===== src/rtl/inst_fetch_queue.sv =====
// Instruction fetch front end: issues word fetches under a credit limit,
// tags returned words with their PC and buffers them in an in-order FIFO.
// A redirect flushes the FIFO and arranges for in-flight responses to be dropped.
module inst_fetch_queue #(
  parameter int                    DATA_WIDTH = 32,
  parameter int                    DEPTH      = 4,
  parameter logic [DATA_WIDTH-1:0] RESET_PC   = '0
) (
  input  logic                  clk,
  input  logic                  rstn,
  output logic                  imem_req_valid,
  input  logic                  imem_req_ready,
  output logic [DATA_WIDTH-1:0] imem_req_addr,
  input  logic                  imem_resp_valid,
  input  logic [DATA_WIDTH-1:0] imem_resp_data,
  output logic                  inst_valid,
  input  logic                  inst_ready,
  output logic [DATA_WIDTH-1:0] inst_out,
  output logic [DATA_WIDTH-1:0] inst_pc,
  input  logic                  redirect,
  input  logic [DATA_WIDTH-1:0] redirect_pc
);

  localparam int CW = $clog2(DEPTH) + 1;
  localparam int AW = $clog2(DEPTH);

  logic [DATA_WIDTH-1:0] r_fetch_pc;
  logic [DATA_WIDTH-1:0] r_resp_pc;
  logic [CW-1:0]         r_occ;
  logic [CW-1:0]         r_out;
  logic [CW-1:0]         r_drop;
  logic [AW-1:0]         r_wr_ptr;
  logic [AW-1:0]         r_rd_ptr;
  logic [DATA_WIDTH-1:0] r_pc_mem   [DEPTH];
  logic [DATA_WIDTH-1:0] r_inst_mem [DEPTH];

  logic [CW:0]           w_inflight;
  logic                  w_req_fire;
  logic                  w_push;
  logic                  w_pop;
  logic [DATA_WIDTH-1:0] w_redirect_pc;

  // Handshakes and credit check; the FIFO head is read straight from storage
  always_comb begin
    w_inflight     = {1'b0, r_occ} + {1'b0, r_out};
    imem_req_valid = rstn & ~redirect & (w_inflight < (CW+1)'(DEPTH));
    imem_req_addr  = r_fetch_pc;
    w_req_fire     = imem_req_valid & imem_req_ready;
    inst_valid     = rstn & (r_occ != '0);
    inst_out       = r_inst_mem[r_rd_ptr];
    inst_pc        = r_pc_mem[r_rd_ptr];
    w_pop          = inst_valid & inst_ready;
    w_push         = rstn & ~redirect & imem_resp_valid & (r_drop == '0);
    w_redirect_pc  = {redirect_pc[DATA_WIDTH-1:2], 2'b00};
  end

  // Control state: PCs, counters and FIFO pointers
  always_ff @(posedge clk) begin
    if (!rstn) begin
      r_fetch_pc <= RESET_PC;
      r_resp_pc  <= RESET_PC;
      r_occ      <= '0;
      r_out      <= '0;
      r_drop     <= '0;
      r_wr_ptr   <= '0;
      r_rd_ptr   <= '0;
    end else if (redirect) begin
      // A response landing in the redirect cycle is stale, so it leaves the
      // drop count as well as the outstanding count.
      r_fetch_pc <= w_redirect_pc;
      r_resp_pc  <= w_redirect_pc;
      r_occ      <= '0;
      r_out      <= r_out - CW'(imem_resp_valid);
      r_drop     <= r_out - CW'(imem_resp_valid);
      r_wr_ptr   <= '0;
      r_rd_ptr   <= '0;
    end else begin
      r_out <= r_out + CW'(w_req_fire) - CW'(imem_resp_valid);
      r_occ <= r_occ + CW'(w_push) - CW'(w_pop);
      if (w_req_fire)
        r_fetch_pc <= r_fetch_pc + DATA_WIDTH'(4);
      if (imem_resp_valid && r_drop != '0)
        r_drop <= r_drop - CW'(1);
      if (w_push) begin
        r_resp_pc <= r_resp_pc + DATA_WIDTH'(4);
        r_wr_ptr  <= r_wr_ptr + AW'(1);
      end
      if (w_pop)
        r_rd_ptr <= r_rd_ptr + AW'(1);
    end
  end

  // FIFO storage, written on push only
  always_ff @(posedge clk) begin
    if (w_push) begin
      r_pc_mem[r_wr_ptr]   <= r_resp_pc;
      r_inst_mem[r_wr_ptr] <= imem_resp_data;
    end
  end

  // Credit invariants: no push into a full FIFO, no response without a request
  always_ff @(posedge clk) begin
    if (rstn) begin
      assert (!(w_push && r_occ == CW'(DEPTH)));
      assert (!(imem_resp_valid && r_out == '0));
    end
  end

endmodule

===== config.mk =====
export PLATFORM = sky130hd
export DESIGN_NAME = inst_fetch_queue
export DESIGN_NICKNAME = d
export VERILOG_FILES = /design/src/rtl/inst_fetch_queue.sv
export SDC_FILE = /design/constraint.sdc
export NUM_CORES = 1
export LEC_CHECK = 0
export CORE_ASPECT_RATIO = 1.5
export CORE_MARGIN = 1.5
export CORE_UTILIZATION = 50
export DETAILED_ROUTE_END_ITERATION = 8
export PLACE_DENSITY = 0.82
export SLEW_MARGIN = 20
export SYNTH_ARGS = -nofsm -noshare
export SYNTH_HDL_FRONTEND = slang
export SYNTH_SLANG_ARGS = --single-unit

===== constraint.sdc =====
create_clock -name clk -period 10.6 [get_ports clk]
set_input_delay 3.18 -clock clk [delete_from_list [all_inputs] [get_ports clk]]
set_output_delay 3.18 -clock clk [all_outputs]
set_load 0.02 [all_outputs]

# Word level (Yosys, flattened, before mapping)
# Memory sizes are Yosys's and may differ from the RTL's. A register that Yosys moved wholly into a read port is not among the register bits.
# Index checks and enable logic that the tools add are counted.
[totals]
in_bits = 70
ram_bits = 256
regBits = 77
mem_count = 2
out_inout_bits = 98
[memory_table]
columns = ["name", "depth", "width", "read_ports", "rd_ports_with_merged_regs", "wr", "line_no", "rtl"]
rows = [
  ["r_inst_mem", 4, 32, 1, 1, 1, "35", "logic [DATA_WIDTH-1:0] r_inst_mem [DEPTH];"],
  ["r_pc_mem", 4, 32, 1, 1, 1, "34", "logic [DATA_WIDTH-1:0] r_pc_mem [DEPTH];"],
]
[op_classes]
muxes = 13
reduce_logical = 8
addsub = 11
bitwise_logic = 9
order_cmp = 1
[op_table]
columns = ["op", "count"]
rows = [
  ["$mux W32", 4],
  ["$add A32 B3 Y32 const B", 2],
  ["$mux W3", 3],
  ["$sub A3 B1 Y3", 3],
  ["$mux W2", 4],
  ["$and A1 B1 Y1", 7],
  ["$add A3 B1 Y3", 2],
  ["$reduce_bool A2 Y1", 3],
  ["$reduce_bool A3 Y1", 2],
  ["$add A2 B1 Y2 const B", 2],
  ["$add A3 B3 Y4", 1],
  ["$lt A4 B3 Y1 const B", 1],
  ["$logic_not A3 Y1", 1],
  ["$sub A3 B1 Y3 const B", 1],
  ["$mux W1", 2],
  ["$not A1 Y1", 2],
  ["$reduce_or A2 Y1", 1],
  ["$logic_and A1 B1 Y1", 1],
]

# Depth between registers and ports, before layout
# Gate-level depths: netlist of run 1.
[logic_depth]
word_depth = 7
mapped_depth = 13

# Worst setup path before layout of run 1
# OpenSTA, ideal clock, no wires.
[synth_timing]
kind = "input to output"
from = "input rstn"
to = "output inst_valid"
setup_slack_ns = 3.392
required_ns = 7.420
arrival_time_ns = 4.028
stages = 4
path_cell_list = "clkbuf_1 > inv_1 > clkbuf_1 > nor2_1"
[synth_via]
elab_chain_cells = 1
[synth_lines]
columns = ["element", "line_no", "rtl"]
rows = [
  ["start, declared", "10", "input logic rstn,"],
  ["$and A1 B1 Y1", "49", "inst_valid = rstn & (r_occ != '0);"],
  ["end, declared", "16", "output logic inst_valid,"],
]
# Every way passes these cells.

# Final worst setup path of run 1
[layout_timing]
from = "input rstn"
to = "output imem_req_valid"
[layout_via]
elab_chain_cells = 2
[layout_lines]
columns = ["element", "line_no", "rtl"]
rows = [
  ["$and A1 B1 Y1 (2 in series)", "46", "imem_req_valid = rstn & ~redirect & (w_inflight < (CW+1)'(DEPTH));"],
  ["end, declared", "11", "output logic imem_req_valid,"],
]
# Every way passes these cells.

==> flow_summary_export.csv, run 1 <==
group,metric,value,unit
status,outcome,"finished clean",
clock_network,cts_tree,"built",
min_path,hp-class,"reg -> reg",
floorplan,die_h,204,microns
logic_synthesis,synthDistinctLibCells,52,
logic_synthesis,synth_cells,883,
setup_path,worst-setup-path-type,"in -> out",
setup_path,reg2reg_depth,11,
cells_and_area,regArea,8950,sq um
timing,relSlewSlack,0.368,
route,wl_per_cell,20.5,microns
timing,finalClockSkew,10.4,ps
global_routing,grt_pass1_vias,8390,
clock_network,clock_insertion_delay_worst_skew,550,ps
logic_synthesis,synth_edf_count,248,
logic_synthesis,ys_warn_count,0,
setup_path,slowest_delay,630,ps
pwr,powerDensity,167,nW/um^2
global_routing,use_met1,0.259,
cells_and_area,drive_above_1_share,0.127,
run,drv_cap,0,
timing,tightest_slew,948,ps
clock_network,clockRootBuffer,"clkbuf_16",
route,vias_per_cell,6.00,
timing,finalSetupViolCount,0,
clock_network,cts_sinks,323,
global_routing,grt_pass1_wl,44900,microns
floorplan,fp-row-count,73,
min_path,holdPathEnd,"r_wr_ptr[1]",
clock_network,cts_hold_buffers,0,
setup_path,critPathCaptureType,"output pin",
timing,finalMaxSlewViolations,0,
logic_synthesis,synth_ff_type,"edfxtp_1",
logic_synthesis,async_flop_share,0,
min_path,hold_depth,2,
route,routed_wl,28600,microns
timing,hold_ws,500,ps
timing,rsz0062_at_grt,"no",
global_routing,grt-busiest-layer,"met2",
pwr,p_leak,0.00521,uW
cells_and_area,layout.nets,1123,
route,vias,8370,
route,ant_nets,0,
floorplan,coreArea,26500,sq um
floorplan,ios,168,
logic_synthesis,yosysTopAreaCell,"edfxtp_1",
logic_synthesis,synth_area_per_cell,15.2,sq um
floorplan,initial_utilization,0.507,
setup_path,slowest_stage,"nor2b_1",
clock_network,post_cts_buffers,0,
logic_synthesis,synthTopCellsByArea,"edfxtp_1, dfxtp_1, mux4_2",
clock_network,path_clk_slew,70,ps
logic_synthesis,synth-seq-cells,323,
setup_path,path_max_fanout,40,
pwr,max-vdd-ir-drop,118,uV
setup_path,cpLargestDelayFamily,"buffers and inverters",
logic_synthesis,synth_top_area_frac,0.555,
global_routing,antenna_found_initial,0,
global_routing,gr-total-overflow,0,
route,remaining_drc_errors,0,
setup_path,r2r-start,"r_occ[2]",
cells_and_area,multi_input_area,4210,sq um
setup_path,arrival,5510,ps
global_routing,met2_usage,0.364,
placement,hpwl,18100,microns
clock_network,cts.path.max_buffers,3,
timing,final.setup.tns,0,ps
route,drt-pass1-iter-count,5,
placement,globalplace.congestion,0.888,
floorplan,die_width,137,microns
setup_path,critical_path_required,7420,ps
pwr,report.power.total,2730,uW
global_routing,grtUsageMet3,0.0251,
global_routing,grt_max_degree,63,
cells_and_area,area_growth,21.8,%
logic_synthesis,yosysSeqAreaShare,0.667,
setup_path,reg2reg_slack,6970,ps
logic_synthesis,syn_area,13400,sq um
clock_network,cts-buffers-inserted,28,
setup_path,crit_buf_inv,3,
cells_and_area,num-fill-cells,1944,
timing,period_needed,8690,ps
timing,fin_ws,1910,ps
clock_network,cts-resized-gates,0,
clock_network,h-tree-depth,1,
logic_synthesis,yosysMostFrequentCell,"edfxtp_1",
timing,fin_crit_sh,0.820,
min_path,hold_start,"r_wr_ptr[1]",
cells_and_area,n_antenna_cell,0,
setup_path,crit_top_cell,"clkdlybuf4s50_1",
logic_synthesis,synth_commonest_cells,"edfxtp_1, dfxtp_1, mux4_2, nand2_1, o21ai_0",
setup_path,crit_chain,"clkdlybuf4s50_1 > buf_4 > nor2b_1 > and3_1 > clkdlybuf4s50_1",
placement,preCtsSetupSlack,1950,ps
timing,finalHoldViolations,0,
global_routing,track_usage,0.208,
floorplan,die-area,27900,sq um
setup_path,critPathLaunchType,"input pin",
setup_path,reg2reg_to,"r_out[2]",
timing,max_freq,0.115,GHz
placement,io_buffers,161,
route,drt_iter0_drc,497,
## registers in the layout, indices dropped and copies added, names as in the netlist, named ones only
signal and flops:
r_occ 3, imem_req_addr 30, r_resp_pc 30, r_wr_ptr 2
r_out 3, r_drop 3, r_pc_mem 120, r_rd_ptr 2
r_inst_mem 128
## kinds of logic after synthesis
family,count (synthesis),share of synthesized area
buf+inv,67,0.0211
other cells,1,0.000279
compound gates,139,0.0688
simple gates,253,0.108
mux,63,0.105
xor+xnor,19,0.0124
flops,323,0.667
fa+ha+maj,18,0.0179
## power breakdown
| part | switching [uW] | leakage [uW] | total [uW] | internal [uW] |
|---|---|---|---|---|
| registers | 35.3 | 0.00287 | 1430 | 1390 |
| logic | 99.1 | 0.00184 | 189 | 89.5 |
| clock network | 443 | 0.000497 | 1110 | 668 |
## per-layer routing
metal  up-vias  share of wire
li1       3865              -
met2       281           0.51
met5         -              0
met3        78          0.052
met4         0          0.043
met1      4146           0.40
## placed cells by master (no fill, tap or decap), types with 6 or more instances in the layout
| cell | instances |
|---|---|
| mux4_2 | 62 |
| nand2_1 | 51 |
| and4_1 | 15 |
| nor2_1 | 26 |
| a21oi_1 | 17 |
| or3_1 | 8 |
| o31ai_1 | 17 |
| ha_1 | 16 |
| nand4_1 | 30 |
| a211oi_1 | 14 |
| dfxtp_1 | 73 |
| or4_1 | 18 |
| nor4_1 | 14 |
| bufinv_16 | 6 |
| nor3_1 | 14 |
| and3_1 | 14 |
| xor2_1 | 9 |
| o21ai_0 | 34 |
| o31a_1 | 7 |
| xnor2_1 | 10 |
| and2_1 | 7 |
| a31oi_1 | 25 |
| edfxtp_1 | 248 |
| clkdlybuf4s50_1 | 160 |
| inv_1 | 15 |
| buf_4 | 9 |
| nand3_1 | 28 |
| clkbuf_16 | 29 |
| o311a_1 | 6 |
## how the worst max path moves through the flow
stage	startpoint	endpoint	slack [ps]	cells after the start
after floorplan	rstn	inst_valid	3390	4
after global placement	rstn	imem_req_valid	1950	5
after detailed placement	rstn	imem_req_valid	1950	5
after CTS	rstn	imem_req_valid	1930	5
after global routing	rstn	imem_req_valid	1770	5
final	rstn	imem_req_valid	1910	5
## cell type report
type,count,share of cell area
multi-input combinational,496,0.257
tap,337,0.0258
clock inverter,17,0.0152
sequential,323,0.548
timing repair buffer,170,0.102
inverter,16,0.00368
clock buffer,35,0.0476
## worst reg2reg max path: cells and delay by family (launching register included)
family,cells,cell delay [ps]
XOR/XNOR,2,290
flip-flops,1,420
buffers and inverters,1,40
AND/OR/NAND/NOR,3,1170
adder cells (fa/ha/maj),4,1390
AO/OA/AOI/OAI,1,200
## metrics by stage
stage                      util  std cells  cell area, sq um
after global routing      0.617       1394             16300
after detailed placement  0.578       1342             15300
final                     0.617       1394             16300
after global placement    0.578       1342             15300
after floorplan               -        886             13400
after CTS                 0.617       1394             16300
Power figures use the tool's default switching activity.
==> run 2, diff against run 1 <==
Clock period 10.6 ns to 8.46 ns, I/O delays scaled along.
==> run 2 against run 1 <==
Net effect: final area is 0.44% higher; setup slack worse by 370 ps; sequential power rose by 25%; clock power up 30%; highest routed layer unchanged; worst hold slack improved by 5.1 ps; clock skew grew 2.1 ps; routed wire length up 3.4%; count of clock-buffer cells in the layout increased by 4; cell count rose by 0.22%; power up 27%; first-iteration DRC count increased by 35%; sequential share of layout area is 0.24 points lower.
==> flow_summary_export.csv, run 2 (synthesis results as in run 1) <==
group,metric,value,unit
clock_network,cts-buffers-inserted,28,
cells_and_area,largest_register_ffs,128,
floorplan,fp-row-count,73,
pwr,p_leak,0.00526,uW
global_routing,grt_pass1_wl,45700,microns
route,drt_iter0_drc,669,
clock_network,post_cts_buffers,0,
timing,finalClockSkew,12.6,ps
setup_path,arrival,4390,ps
setup_path,path_max_fanout,15,
cells_and_area,final_cell_mix,"edfxtp_1, clkdlybuf4s50_1, dfxtp_1",
setup_path,critical_path_required,5920,ps
min_path,hp-class,"reg -> reg",
clock_network,cts_hold_buffers,0,
route,vias_per_cell,6.04,
pwr,max-vdd-ir-drop,147,uV
timing,relSlewSlack,0.406,
cells_and_area,drive_above_1_share,0.130,
timing,finalHoldViolations,0,
route,remaining_drc_errors,0,
route,routed_wl,29500,microns
setup_path,critPathLaunchType,"input pin",
timing,final.setup.tns,0,ps
timing,finalMaxSlewViolations,0,
global_routing,grt_max_degree,63,
cells_and_area,top_register,"r_inst_mem",
cells_and_area,layout.nets,1126,
clock_network,h-tree-depth,1,
timing,fin_crit_sh,0.819,
route,ant_nets,0,
cells_and_area,stdcell_count,1397,
global_routing,track_usage,0.213,
pwr,powerDensity,211,nW/um^2
timing,finalSetupViolCount,0,
cells_and_area,n_antenna_cell,0,
clock_network,cts.path.max_buffers,3,
cells_and_area,final_common_cell,"edfxtp_1",
cells_and_area,area_growth,22.3,%
timing,period_needed,6930,ps
cells_and_area,top_regs,"r_inst_mem x128, r_pc_mem x120",
clock_network,clockRootBuffer,"clkbuf_16",
floorplan,coreArea,26500,sq um
floorplan,die_h,204,microns
placement,dp_cells,1345,
timing,rsz0062_at_grt,"no",
global_routing,grt_pass1_vias,8473,
global_routing,antenna_found_initial,0,
route,drt-pass1-iter-count,5,
setup_path,worst-setup-path-type,"in -> out",
clock_network,cts-resized-gates,0,
placement,globalplace.congestion,0.900,
run,drv_cap,0,
timing,max_freq,0.144,GHz
status,outcome,"finished clean",
global_routing,gr-total-overflow,0,
setup_path,critPathCaptureType,"output pin",
cells_and_area,num-fill-cells,1926,
floorplan,die_width,137,microns
floorplan,die-area,27900,sq um
placement,hpwl,19300,microns
route,wl_per_cell,21.2,microns
placement,io_buffers,161,
floorplan,initial_utilization,0.507,
clock_network,clock_insertion_delay_worst_skew,550,ps
clock_network,cts_sinks,323,
clock_network,path_clk_slew,70,ps
route,vias,8438,
timing,tightest_slew,890,ps
clock_network,cts_tree,"built",
floorplan,ios,168,
-- run 2: cell types whose count changed in the layout (fill, tap and decap cells not counted) --
cell	change
clkbuf_16	+3
inv_4	+1
clkbuf_1	-1
clkinv_2	-2
bufinv_16	-1
clkinvlp_4	-2
clkbuf_8	+2
buf_4	+3
-- run 2: worst max-delay path, stage by stage --
cell and delay (ps):
clkdlybuf4s50_1 810, nor2b_1 240, and3_1 180, clkdlybuf4s50_1 610
-- run 2: final timing paths --
| kind | startpoint | end | slack (ps) | depth (start not counted) |
|---|---|---|---|---|
| setup reg to reg | r_occ[2] | r_out[2] | 4870 | 11 |
| hold / removal | r_wr_ptr[1] | r_wr_ptr[1] | 500 | 2 |
| hold reg to reg | r_wr_ptr[1] | r_wr_ptr[1] | 500 | 2 |
| setup / recovery | rstn | imem_req_valid | 1530 | 4 |
-- run 2: cell type report --
type / count / area, sq um / area share
flip-flops and latches: 323 / 8950 / 0.545
well taps: 337 / 422 / 0.0257
repair buffers: 173 / 1700 / 0.103
clock buffers: 39 / 877 / 0.0534
inverters: 16 / 60.1 / 0.00366
clock inverters: 13 / 200 / 0.0122
multi-input cells: 496 / 4210 / 0.256
-- run 2: through the flow --
step	utilization	setup slack, ps	hold WS, ps	power [uW]	cell area, sq um
2_1_floorplan	-	2540	455	1940	13400
3_3_place_gp	0.579	1560	480	2050	15300
3_5_place_dp	0.579	1560	491	2060	15300
4_1_cts	0.620	1550	501	3490	16400
5_1_grt	0.620	1450	526	3570	16400
6_report	0.620	1530	505	3470	16400
-- run 2: per-layer routing --
layer,part of all wire,track usage
met1,0.39,0.260
met2,0.52,0.377
met3,0.048,0.0246
met4,0.038,0.0946
met5,0,0
-- run 2: where the power goes --
| part | internal [uW] | total, uW | switching, uW |
|---|---|---|---|
| Combinational | 113 | 239 | 126 |
| Sequential | 1740 | 1790 | 45.2 |
| Clock | 879 | 1440 | 561 |
| Total | 2740 | 3470 | 732 |
==> run 3, diff against run 2 <==
Clock period 8.46 ns to 7.2 ns, I/O delays scaled along.
==> run 3 against run 2 <==
Net effect: core utilization fell by 0.25 points; clock power increased by 10%; first-iteration DRC count up 15%; largest cell class unchanged; sequential cell count unchanged; die area is the same; setup slack worse by 490 ps; critical endpoint unchanged; clock skew down 2.2 ps; global-route usage decreased by 0.33 points; final area is 0.40% lower; routed wire length shrank 1.9%.
==> flow_summary_export.csv, run 3 (synthesis results as in run 1) <==
group,metric,value,unit
status,outcome,"finished clean",
clock_network,cts_sinks,323,
global_routing,grt_max_degree,63,
timing,final.setup.tns,0,ps
setup_path,path_max_fanout,14,
route,ant_nets,0,
route,wl_per_cell,20.7,microns
setup_path,arrival,3990,ps
global_routing,grt_pass1_vias,8542,
cells_and_area,layout.nets,1128,
setup_path,critical_path_required,5040,ps
cells_and_area,num-fill-cells,1951,
cells_and_area,final_common_cell,"edfxtp_1",
cells_and_area,largest_register_ffs,128,
route,vias_per_cell,6.07,
cells_and_area,top_regs,"r_inst_mem x128, r_pc_mem x120",
pwr,max-vdd-ir-drop,163,uV
route,met3_wirelength,1550,microns
global_routing,gr-total-overflow,0,
cells_and_area,n_antenna_cell,0,
clock_network,cts_tree,"built",
route,drt_iter0_drc,770,
clock_network,cts.path.max_buffers,3,
setup_path,critPathCaptureType,"output pin",
route,wl_met1,11100,microns
global_routing,grt_pass1_wl,45100,microns
floorplan,die_h,204,microns
clock_network,post_cts_buffers,0,
setup_path,cp-startpoint,"rstn",
timing,rsz0062_at_grt,"no",
timing,tightest_slew,943,ps
cells_and_area,area_growth,21.8,%
floorplan,coreArea,26500,sq um
placement,dp_cells,1346,
clock_network,path_clk_slew,70,ps
route,vias,8504,
clock_network,clockRootBuffer,"clkbuf_16",
floorplan,die_width,137,microns
clock_network,cts_hold_buffers,0,
timing,max_freq,0.163,GHz
route,wl_met2,15300,microns
pwr,powerDensity,243,nW/um^2
route,highest_layer,"met4",
timing,finalMaxSlewViolations,0,
global_routing,antenna_found_initial,0,
floorplan,fp-row-count,73,
pwr,p_leak,0.00521,uW
clock_network,cts-buffers-inserted,29,
min_path,hp-class,"reg -> reg",
cells_and_area,stdcell_count,1400,
route,drt-pass1-iter-count,5,
placement,io_buffers,161,
clock_network,cts-resized-gates,0,
pwr,report.power.total,3980,uW
run,drv_cap,0,
clock_network,clock_insertion_delay_worst_skew,550,ps
route,routed_wl,29000,microns
clock_network,h-tree-depth,1,
cells_and_area,drive_above_1_share,0.131,
timing,finalHoldViolations,0,
placement,hpwl,19000,microns
floorplan,initial_utilization,0.507,
setup_path,critPathLaunchType,"input pin",
cells_and_area,top_register,"r_inst_mem",
timing,relSlewSlack,0.372,
global_routing,track_usage,0.210,
setup_path,worst-setup-path-type,"in -> out",
placement,globalplace.congestion,0.844,
floorplan,ios,168,
floorplan,die-area,27900,sq um
timing,finalSetupViolCount,0,
min_path,hold_start,"r_wr_ptr[1]",
timing,fin_crit_sh,0.854,
cells_and_area,final_cell_mix,"edfxtp_1, clkdlybuf4s50_1, dfxtp_1",
setup_path,r2r-start,"r_occ[2]",
timing,finalClockSkew,10.3,ps
timing,period_needed,6150,ps
route,remaining_drc_errors,0,
run 3: cell count changes in the layout (fill, tap and decap cells not counted):
| cell | previous run | this run |
|---|---|---|
| clkinv_4 | 2 | 0 |
| clkinvlp_4 | 1 | 4 |
| inv_6 | 0 | 3 |
| and3_2 | 4 | 3 |
| clkinv_2 | 3 | 5 |
| clkbuf_1 | 2 | 4 |
| clkbuf_16 | 32 | 29 |
| clkbuf_8 | 5 | 4 |
| bufinv_16 | 5 | 4 |
| inv_4 | 1 | 0 |
| buf_4 | 12 | 13 |
| and3_4 | 0 | 1 |
run 3: cell type report:
class	count	area, sq um	area share
clock buffers	37	796	0.0487
clock inverters	17	205	0.0126
inverters	16	60.1	0.00367
multi-input cells	496	4210	0.257
flip-flops and latches	323	8950	0.548
well taps	337	422	0.0258
repair buffers	174	1700	0.104
run 3: worst paths after layout:
check / endpoint / slack (ps) / cells past startpoint
max: imem_req_valid / 1050 / 6
max reg2reg: r_out[2] / 3630 / 11
min: r_wr_ptr[1] / 530 / 2
min reg2reg: r_wr_ptr[1] / 530 / 2
run 3: stage by stage:
stage | hold WS [ps] | setup WS [ps] | utilization | area [sq um]
global route | 559 | 994 | 0.617 | 16300
detailed placement | 509 | 1080 | 0.579 | 15300
finish | 526 | 1050 | 0.617 | 16300
floorplan | 455 | 2030 | - | 13400
global placement | 481 | 1060 | 0.579 | 15300
CTS | 519 | 1070 | 0.617 | 16300
run 3: critical path: stages:
cell	delay, ps
clkdlybuf4s50_1	470
buf_4	200
nor2b_1	140
buf_4	210
and3_1	200
clkdlybuf4s50_1	610
run 3: metal layers:
layer / GRT usage / vias to the layer above
li1: - / 3874
met1: 0.254 / 4226
met2: 0.376 / 332
met3: 0.0249 / 72
met4: 0.0878 / 0
met5: 0 / -
run 3: power by group:
part           total, uW  switching, uW  internal (uW)
clock network       1590            665            930
logic                281            148            133
registers           2100           52.7           2050
